File: src/rtl/gpio_cmd_seq.sv
// gpio_cmd_seq: decodes four-phase GPIO command words into kernel, size, pixel,
// read and run operations for the convolution datapath, and reports status back.
module gpio_cmd_seq #(
    parameter int GPIO_D      = 32,
    parameter int N_CH        = 2,
    parameter int KSIZE       = 3,
    parameter int BITS_IMAGEN = 8,
    parameter int BITS_DATA   = 13,
    parameter int NB_ADDRESS  = 10
) (
    input  logic                           i_CLK,
    input  logic                           i_rst,
    input  logic [GPIO_D-1:0]              i_gpio,
    input  logic                           i_eop,
    input  logic [BITS_DATA-1:0]           i_rd_data,
    input  logic                           i_rd_valid,
    output logic [GPIO_D-1:0]              o_gpio,
    output logic [KSIZE*BITS_IMAGEN-1:0]   o_kernel,
    output logic [N_CH-1:0]                o_kernel_we,
    output logic [NB_ADDRESS-1:0]          o_img_len,
    output logic [KSIZE*BITS_IMAGEN-1:0]   o_pix,
    output logic                           o_pix_valid,
    output logic [NB_ADDRESS-1:0]          o_pix_addr,
    output logic                           o_rd_req,
    output logic [NB_ADDRESS-1:0]          o_rd_addr,
    output logic                           o_run,
    output logic                           o_busy
);
    localparam int KW = KSIZE * BITS_IMAGEN;
    localparam int RW = KSIZE > 1 ? $clog2(KSIZE) : 1;
    localparam logic [RW-1:0] ROW_LAST = RW'(KSIZE - 1);
    localparam logic [RW-1:0] ROW_ONE = RW'(1);
    localparam logic [NB_ADDRESS-1:0] A_ONE = NB_ADDRESS'(1);

    typedef enum logic [2:0] {
        IDLE  = 3'd0,
        KLOAD = 3'd1,
        SIZE  = 3'd2,
        ILOAD = 3'd3,
        READ  = 3'd4,
        RUN   = 3'd5
    } state_t;

    state_t state, state_d;
    logic v_q, ack, err, k_done, sz_done;
    logic [RW-1:0] row;
    logic [BITS_DATA-1:0] rd_q;
    logic [2:0] cmd;
    logic [KW-1:0] payload;
    logic valid, acc, clr, busy_st, exec, rd_done, eop_done;
    logic unused_bits;

    assign cmd         = i_gpio[GPIO_D-1 -: 3];
    assign valid       = i_gpio[GPIO_D-4];
    assign payload     = i_gpio[KW:1];
    assign unused_bits = ^i_gpio;
    assign acc         = valid & ~v_q;
    assign clr         = acc & (cmd == 3'd7);
    assign busy_st     = (state == READ) || (state == RUN);
    // commands arriving while a read or frame is outstanding are overruns
    assign exec        = acc & ~clr & ~busy_st;
    assign rd_done     = (state == READ) & i_rd_valid & ~clr;
    assign eop_done    = (state == RUN) & i_eop & ~clr;

    always_ff @(posedge i_CLK or negedge i_rst) begin
        if (!i_rst) state <= IDLE;
        else        state <= state_d;
    end

    always_comb begin
        state_d = state;
        if (clr) state_d = IDLE;
        else if (exec) begin
            case (cmd)
                3'd0:    state_d = KLOAD;
                3'd1:    state_d = SIZE;
                3'd2:    state_d = ILOAD;
                3'd3:    state_d = READ;
                3'd4:    state_d = (k_done && sz_done) ? RUN : IDLE;
                default: state_d = IDLE;
            endcase
        end
        else if (rd_done || eop_done) state_d = IDLE;
        else if (!valid && (state == KLOAD || state == SIZE || state == ILOAD)) state_d = IDLE;
    end

    always_ff @(posedge i_CLK or negedge i_rst) begin
        if (!i_rst) begin
            v_q         <= 1'b0;
            ack         <= 1'b0;
            err         <= 1'b0;
            k_done      <= 1'b0;
            sz_done     <= 1'b0;
            row         <= '0;
            rd_q        <= '0;
            o_kernel    <= '0;
            o_kernel_we <= '0;
            o_img_len   <= '0;
            o_pix       <= '0;
            o_pix_valid <= 1'b0;
            o_pix_addr  <= '0;
            o_rd_req    <= 1'b0;
            o_rd_addr   <= '0;
            o_run       <= 1'b0;
            o_busy      <= 1'b0;
        end else begin
            v_q         <= valid;
            o_kernel_we <= '0;
            o_pix_valid <= 1'b0;
            o_rd_req    <= 1'b0;
            o_run       <= 1'b0;
            // column address advances once its strobe has been presented
            if (o_pix_valid) o_pix_addr <= (o_pix_addr == o_img_len - A_ONE) ? '0 : o_pix_addr + A_ONE;
            if ((acc && !(exec && cmd == 3'd3)) || rd_done) ack <= 1'b1;
            else if (!valid) ack <= 1'b0;
            if (clr) begin
                err        <= 1'b0;
                k_done     <= 1'b0;
                sz_done    <= 1'b0;
                row        <= '0;
                o_pix_addr <= '0;
                o_rd_addr  <= '0;
                o_busy     <= 1'b0;
            end else begin
                if (acc && busy_st) err <= 1'b1;
                if (exec) begin
                    case (cmd)
                        3'd0: begin
                            o_kernel    <= payload;
                            o_kernel_we <= '1;
                            row         <= (row == ROW_LAST) ? '0 : row + ROW_ONE;
                            if (row == ROW_LAST) k_done <= 1'b1;
                        end
                        3'd1: begin
                            if (payload[NB_ADDRESS-1:0] != '0) begin
                                o_img_len  <= payload[NB_ADDRESS-1:0];
                                sz_done    <= 1'b1;
                                o_pix_addr <= '0;
                            end else err <= 1'b1;
                        end
                        3'd2: begin
                            if (sz_done) begin
                                o_pix       <= payload;
                                o_pix_valid <= 1'b1;
                            end else err <= 1'b1;
                        end
                        3'd3: o_rd_req <= 1'b1;
                        3'd4: begin
                            if (k_done && sz_done) begin
                                o_run  <= 1'b1;
                                o_busy <= 1'b1;
                            end else err <= 1'b1;
                        end
                        default: err <= 1'b1;
                    endcase
                end
                if (rd_done) begin
                    rd_q      <= i_rd_data;
                    o_rd_addr <= (o_rd_addr == o_img_len - A_ONE) ? '0 : o_rd_addr + A_ONE;
                end
                if (eop_done) begin
                    o_busy    <= 1'b0;
                    o_rd_addr <= '0;
                end
            end
        end
    end

    always_comb begin
        o_gpio                   = '0;
        o_gpio[GPIO_D-1 -: 3]    = err ? 3'd7 : 3'(state);
        o_gpio[GPIO_D-4]         = ack;
        o_gpio[GPIO_D-5]         = err;
        o_gpio[BITS_DATA-1:0]    = rd_q;
    end
endmodule

File: config.mk
export PLATFORM = sky130hd
export DESIGN_NAME = gpio_cmd_seq
export DESIGN_NICKNAME = d
export VERILOG_FILES = /design/src/rtl/gpio_cmd_seq.sv
export SDC_FILE = /design/constraint.sdc
export NUM_CORES = 1
export LEC_CHECK = 0
export BUFFER_PORTS_ARGS = -buffer_cell sky130_fd_sc_hd__buf_4
export CORE_MARGIN = 1
export CORE_UTILIZATION = 51
export DETAILED_ROUTE_END_ITERATION = 8
export PLACE_DENSITY_LB_ADDON = 0.08
export SLEW_MARGIN = 10
export SYNTH_ARGS = -nofsm -noshare
export SYNTH_HDL_FRONTEND = slang
export SYNTH_SLANG_ARGS = --single-unit
File: constraint.sdc
create_clock -name i_CLK -period 2.9 [get_ports i_CLK]
set_clock_uncertainty 0.1 [all_clocks]
set_input_delay 0.29 -clock i_CLK [delete_from_list [all_inputs] [get_ports i_CLK]]
set_output_delay 0.29 -clock i_CLK [all_outputs]
set_load 0.01 [all_outputs]
Yosys cells after proc, flatten, opt, wreduce, memory -nomap -nowiden. Index checks and enable logic that the tools add are counted.

Add/sub/neg operators: 4. Equal/unequal tests: 14. Multiplexer cells: 57. Bitwise gates (word level): 11. Reductions and logical operators: 33.

Operators with widths (number): 10-bit two-way mux (10); 1-bit two-way mux (32); 10-bit by 1-bit adder with 10-bit output (second input constant) (2); 10-bit equality test (2); 3-bit two-way mux (6); 3-bit one-hot mux with 5 select lines (1); 2-bit two-way mux (7); 3-bit by 2-bit equality test with 1-bit output (second input constant) (4); 3-bit equality test (second input constant) (4); 3-bit AND reduction (4); 3-bit nonzero test (4); 10-bit nonzero test (1); 2-bit nonzero test (5); 10-bit by 1-bit subtractor with 10-bit output (second input constant) (1); 1-bit bitwise AND (8); 4-bit AND reduction (2); 3-bit by 1-bit equality test with 1-bit output (second input constant) (2); 1-bit logical AND (5); 1-bit logical OR (5); 1-bit one-hot mux with 4 select lines (1); 2-bit AND reduction (2); 4-bit nonzero test (1); 3-bit zero test (1); 1-bit NOT (3); other kinds (5) (6).

Bits in registers: 107. Input port bits: 49. Word-level logic and storage cells: 137.

Longest topological paths before layout.
Depth in word-level cells: 11. Mapped depth: 10.

Worst setup path after synthesis. No wires, ideal clock.

Path kind: register to register. Start point: register o_img_len[0]. End point: register o_rd_addr[8]. Setup time: 0.126 ns. Data arrival time: 2.314 ns. Data required time: 2.674 ns. Slack: 0.360 ns. Stages on the path, launching flop included: 9. Path buffers: 0. Cells stage by stage: dfrtp_1 inv_1 ha_1 nor4b_4 a211o_1 a22o_1 nor4_4 nor2_2 a221o_1.

Cells in the longest elaborated chain, start to end: 6.

Ends and longest elaborated chain: from (decl) (RTL line 20) `output logic [NB_ADDRESS-1:0] o_img_len,`; from (signal assigned) (RTL line 136) `o_img_len <= payload[NB_ADDRESS-1:0];`; 10-bit by 1-bit subtractor with 10-bit output (RTL line 159) `o_rd_addr <= (o_rd_addr == o_img_len - A_ONE) ? '0 : o_rd_addr + A_ONE;`; 10-bit equality test (RTL line 159); 10-bit two-way mux (RTL line 159); 10-bit two-way mux (RTL line 157) `if (rd_done) begin`; 10-bit two-way mux (RTL line 161) `if (eop_done) begin`; 10-bit two-way mux (RTL line 116) `if (clr) begin`; to (signal assigned) (RTL line 159); to (decl) (RTL line 25) `output logic [NB_ADDRESS-1:0] o_rd_addr,`.

Every way passes these cells. The select of a mux whose other input is x is not followed. A chain may end at the register's enable or synchronous reset.

Worst setup path in the final report.
Start point: register o_img_len[1]. End point: register o_rd_addr[9].

The elaborated chain is that of the path after synthesis.

==> metrics list <==
- From left edge to right edge, the die measures 103 µm.
- In this run the core area contains 36 standard-cell rows.
- Startpoint of the tightest hold check path: i_gpio[24]
- Number of pins with negative max-slew slack in the final report: 0
- After synthesis, the share of flip-flops with an asynchronous set or reset is 1.00.
- The via count of the first global-routing pass came to 3,921.
* Cell types with the largest area share after synthesis: dfrtp_1 (51%), mux2_2 (10%), nand2_1 (6.7%)
- In the global route stage, met1 resource usage came out at 0.323.
* Design area: 6610 µm²
- Of the total power, the clock network draws 0.161.
* Hold Crit Class: input pin to register
- Violation count after the first detailed-route iteration: 182
* Crit Reg-Reg Startpoint: o_img_len[1]
* Endpoint required time on the critical path: 3060 ps
- Area after DPL: 6360 µm²
- Total overflow reported by the global router: 0
* Number of buffers inserted by port buffering: 146
* Diode count: 0
- Adder-Cell Fraction of Synth Area: 0.00725
- Share of power burned in registers: 0.446
* Power Density: 768 nW/µm²
- The clock reaches the later pin of the worst-skew pair after 360 ps.
- By startpoint and endpoint, the worst setup path is classified as register to register.
* Slack of the critical path: 176 ps
- Portion of netlist area occupied by mux cells: 0.104
- Summed over all nets, the switching power comes to 1800 µW.
- CTS built an H-tree with a depth of 3.
- Biggest area consumer among synthesized cells: dfrtp_1
* Length of the first detailed-routing pass in iterations: 4
* Area growth, synth to finish: 27.7%
- Counting I/O delays and the setup requirement, the final critical path takes 2720 ps.
* Final Net Count: 702
* Post-synthesis share of cell area spent on xor and xnor gates: 0.0592
* Simple-gate portion of the synthesized area: 0.191
* Cell chosen for the clock root: clkbuf_8
- After legalization and detailed placement, the total HPWL measured 8.91 mm.
- Signal arrival time at the worst endpoint: 2880 ps
* Number of nets still failing antenna checks after routing: 0
- Antenna violations before repair: 0
- YS warnings: 0
- Area fraction of the dominant cell type after synthesis: 0.512
- In this run the register-to-register setup slack is 180 ps.
* Floorplan core area: 9820 µm²
* Critical path fanouts, max: 7
- Largest vdd supply drop: 0.424 mV
- Hold Crit Depth: 3
- GRT met3 Usage: 0.0786
* Number of enable flip-flop cells after synthesis: 0
- The flow ran to the end, and the final reports show no timing, DRC or antenna violations.
- The compound-cell area share of the yosys netlist is 0.0745.
- Across the run, the number of max-cap violations was 0.
* Leading register cell type out of synthesis: dfrtp_1
* Nature of the critical path startpoint: register
- Post-synthesis cell area: 5180 µm²
- Of the total power, the share spent switching nets is 0.355.
- Hold Path End: o_kernel[23]
- The floorplan step defined a die boundary enclosing 10,600 µm².
* Final RePlAce weighted congestion: 0.838
- The final route contains 4,162 vias.
- RSZ-0062 raised after global routing: false
- # IOs: 165
* Power share of the combinational group: 0.393
- Height of the chip: 103 µm
- STA classifies the critical path endpoint as a register.
* Final routed wirelength across all metal layers: 12.4 mm
* Share of synthesized area occupied by flip-flops and latches: 0.512
- Count of distinct cell types in the synthesized netlist: 54
- The count of endpoints failing hold in the final timing report came to 0.
- Post-synthesis register bit count: 106
- Global router's overall resource usage: 0.248
- Global routing usage on met2: 0.398
* Number of cell instances on the worst register-to-register path: 10
* Post-synthesis cell count: 501
- Post-Route Setup TNS: 0 ps
- In the post-synthesis netlist, the cell with the most instances is dfrtp_1.
- The layer flagged by global routing as most heavily used is met2.
- Setup violations remaining at the end of the flow were counted as 0.
- Timing analysis after detailed placement gives a worst setup slack of 172 ps.
- The clock net in this run drives a total of 106 sinks.
- Pin count of the biggest net entering global routing: 49
- In this run the critical register-to-register path is captured at o_rd_addr[9].
- For the pin with the worst max-slew slack, the measured transition is 920 ps.
- Fraction of final layout cells sized beyond drive strength 1: 0.368
- Clock slew at reported path FFs: 100 ps
- Leakage Power: 0.00325 µW
- After detailed routing, the number of vias per cell comes to 5.28.
* Wire length of the first global-routing pass: 19.8 mm
* Max Root-Sink Buffers: 2
- After detailed routing, the number of remaining DRC violations is 0.
* Synth cell count leaders: dfrtp_1 (106), nand2_1 (93), mux2_2 (47)
- Internal power summed over all cells: 3270 µW
- After detailed routing, the average wire length per cell comes to 15.7 µm.
- Timing-limited maximum frequency: 367 MHz
- Number of clock buffers inserted by TritonCTS: 9
- In the finished design, the share of the clock period the worst path needs comes to 0.939.
- In this run the tightest slew margin relative to its limit is 0.386.
- By area, the combinational part of the netlist is dominated by simple AND/OR/NAND/NOR gates.
- For this configuration, the core starts out at a cell density of 0.527.
- TritonCTS built the clock tree.
- A synthesized cell averages 10.3 µm².
==> stage by stage <==
stage	utilization	hold WS (ps)	total power, µW	std cells
finish	0.673	19.4	5080	788
global route	0.673	1.67	5430	788
CTS	0.670	0.363	5100	785
detailed placement	0.648	212	4270	764
global placement	0.648	204	4200	764
floorplan	-	-106	3330	514
==> placed cells by master, fill, tap and decap left out, drive strengths merged, types with 10 or more instances in the layout <==
master and count:
o21ai 15, conb 14, nor2 36, nor3 13, nand2 93, xor2 13
clkbuf 10, mux2 47, dfrtp 106, nand3 14, a21oi 12, xnor2 22
buf 160
==> state kept, by name, indices dropped and copies added, names as in the netlist, 2 cells and up <==
| signal | count |
|---|---|
| o_img_len | 10 |
| o_kernel | 24 |
| o_pix | 24 |
| o_pix_addr | 10 |
| o_rd_addr | 10 |
| rd_q | 13 |
| row | 2 |
| state | 3 |
==> routing by layer <==
metal  up-vias  wire length, µm
li1       1977                -
met1      2028             5320
met2       144             5980
met3        13              953
met4         0              143
met5         -                0
==> worst max path at each step <==
stage,startpoint,endpoint,slack [ps],depth (start not counted)
after floorplan,o_img_len[0],o_rd_addr[8],360,8
after global placement,o_img_len[1],o_rd_addr[8],220,9
after detailed placement,o_img_len[1],o_rd_addr[9],170,9
after CTS,o_img_len[1],o_rd_addr[9],160,9
after global routing,o_img_len[1],o_rd_addr[9],40,10
final,o_img_len[1],o_rd_addr[9],180,10
==> repair_timing <==
item / CTS / global route
hold buffers: 5 / 1
resized for setup: 0 / 2
endpoints found under the setup margin: 0 / 3
endpoints found under the hold margin: 40 / 1
setup buffers: 0 / 2
==> power by group through the flow <==
| stage | combinational, µW | clock [µW] | sequential [µW] |
|---|---|---|---|
| detailed placement | 1990 | 0 | 2280 |
| global route | 2190 | 920 | 2320 |
| floorplan | 990 | 0 | 2340 |
| global placement | 1940 | 0 | 2260 |
| finish | 2000 | 816 | 2260 |
| CTS | 2000 | 843 | 2260 |
==> critical path: stages, from the launching register on <==
cell     delay (ps)
dfrtp_1         440
inv_1            80
ha_2            240
nor3b_4         280
xnor2_1         110
nor4_1          280
nand4_1         190
nor4_4          310
buf_4           200
nor2_2           80
a221o_1         310
==> logic make-up after synthesis <==
logic type	after synthesis
AOI/OAI and AO/OA	58
xor gates and xnor gates	35
adders and majority gates	3
buffers and inverters	48
DFF	106
muxes	48
other	1
and+or+nand+nor	202
==> final cells by class <==
cell class / count / area [µm²]
Sequential cell: 106 / 2650
Timing Repair Buffer: 166 / 1270
Inverter: 7 / 26.3
Fill cell: 811 / 3210
Tap cell: 133 / 166
Clock inverter: 6 / 42.5
Clock buffer: 10 / 128
Multi-Input combinational cell: 360 / 2320
Power figures use the tool's default switching activity.
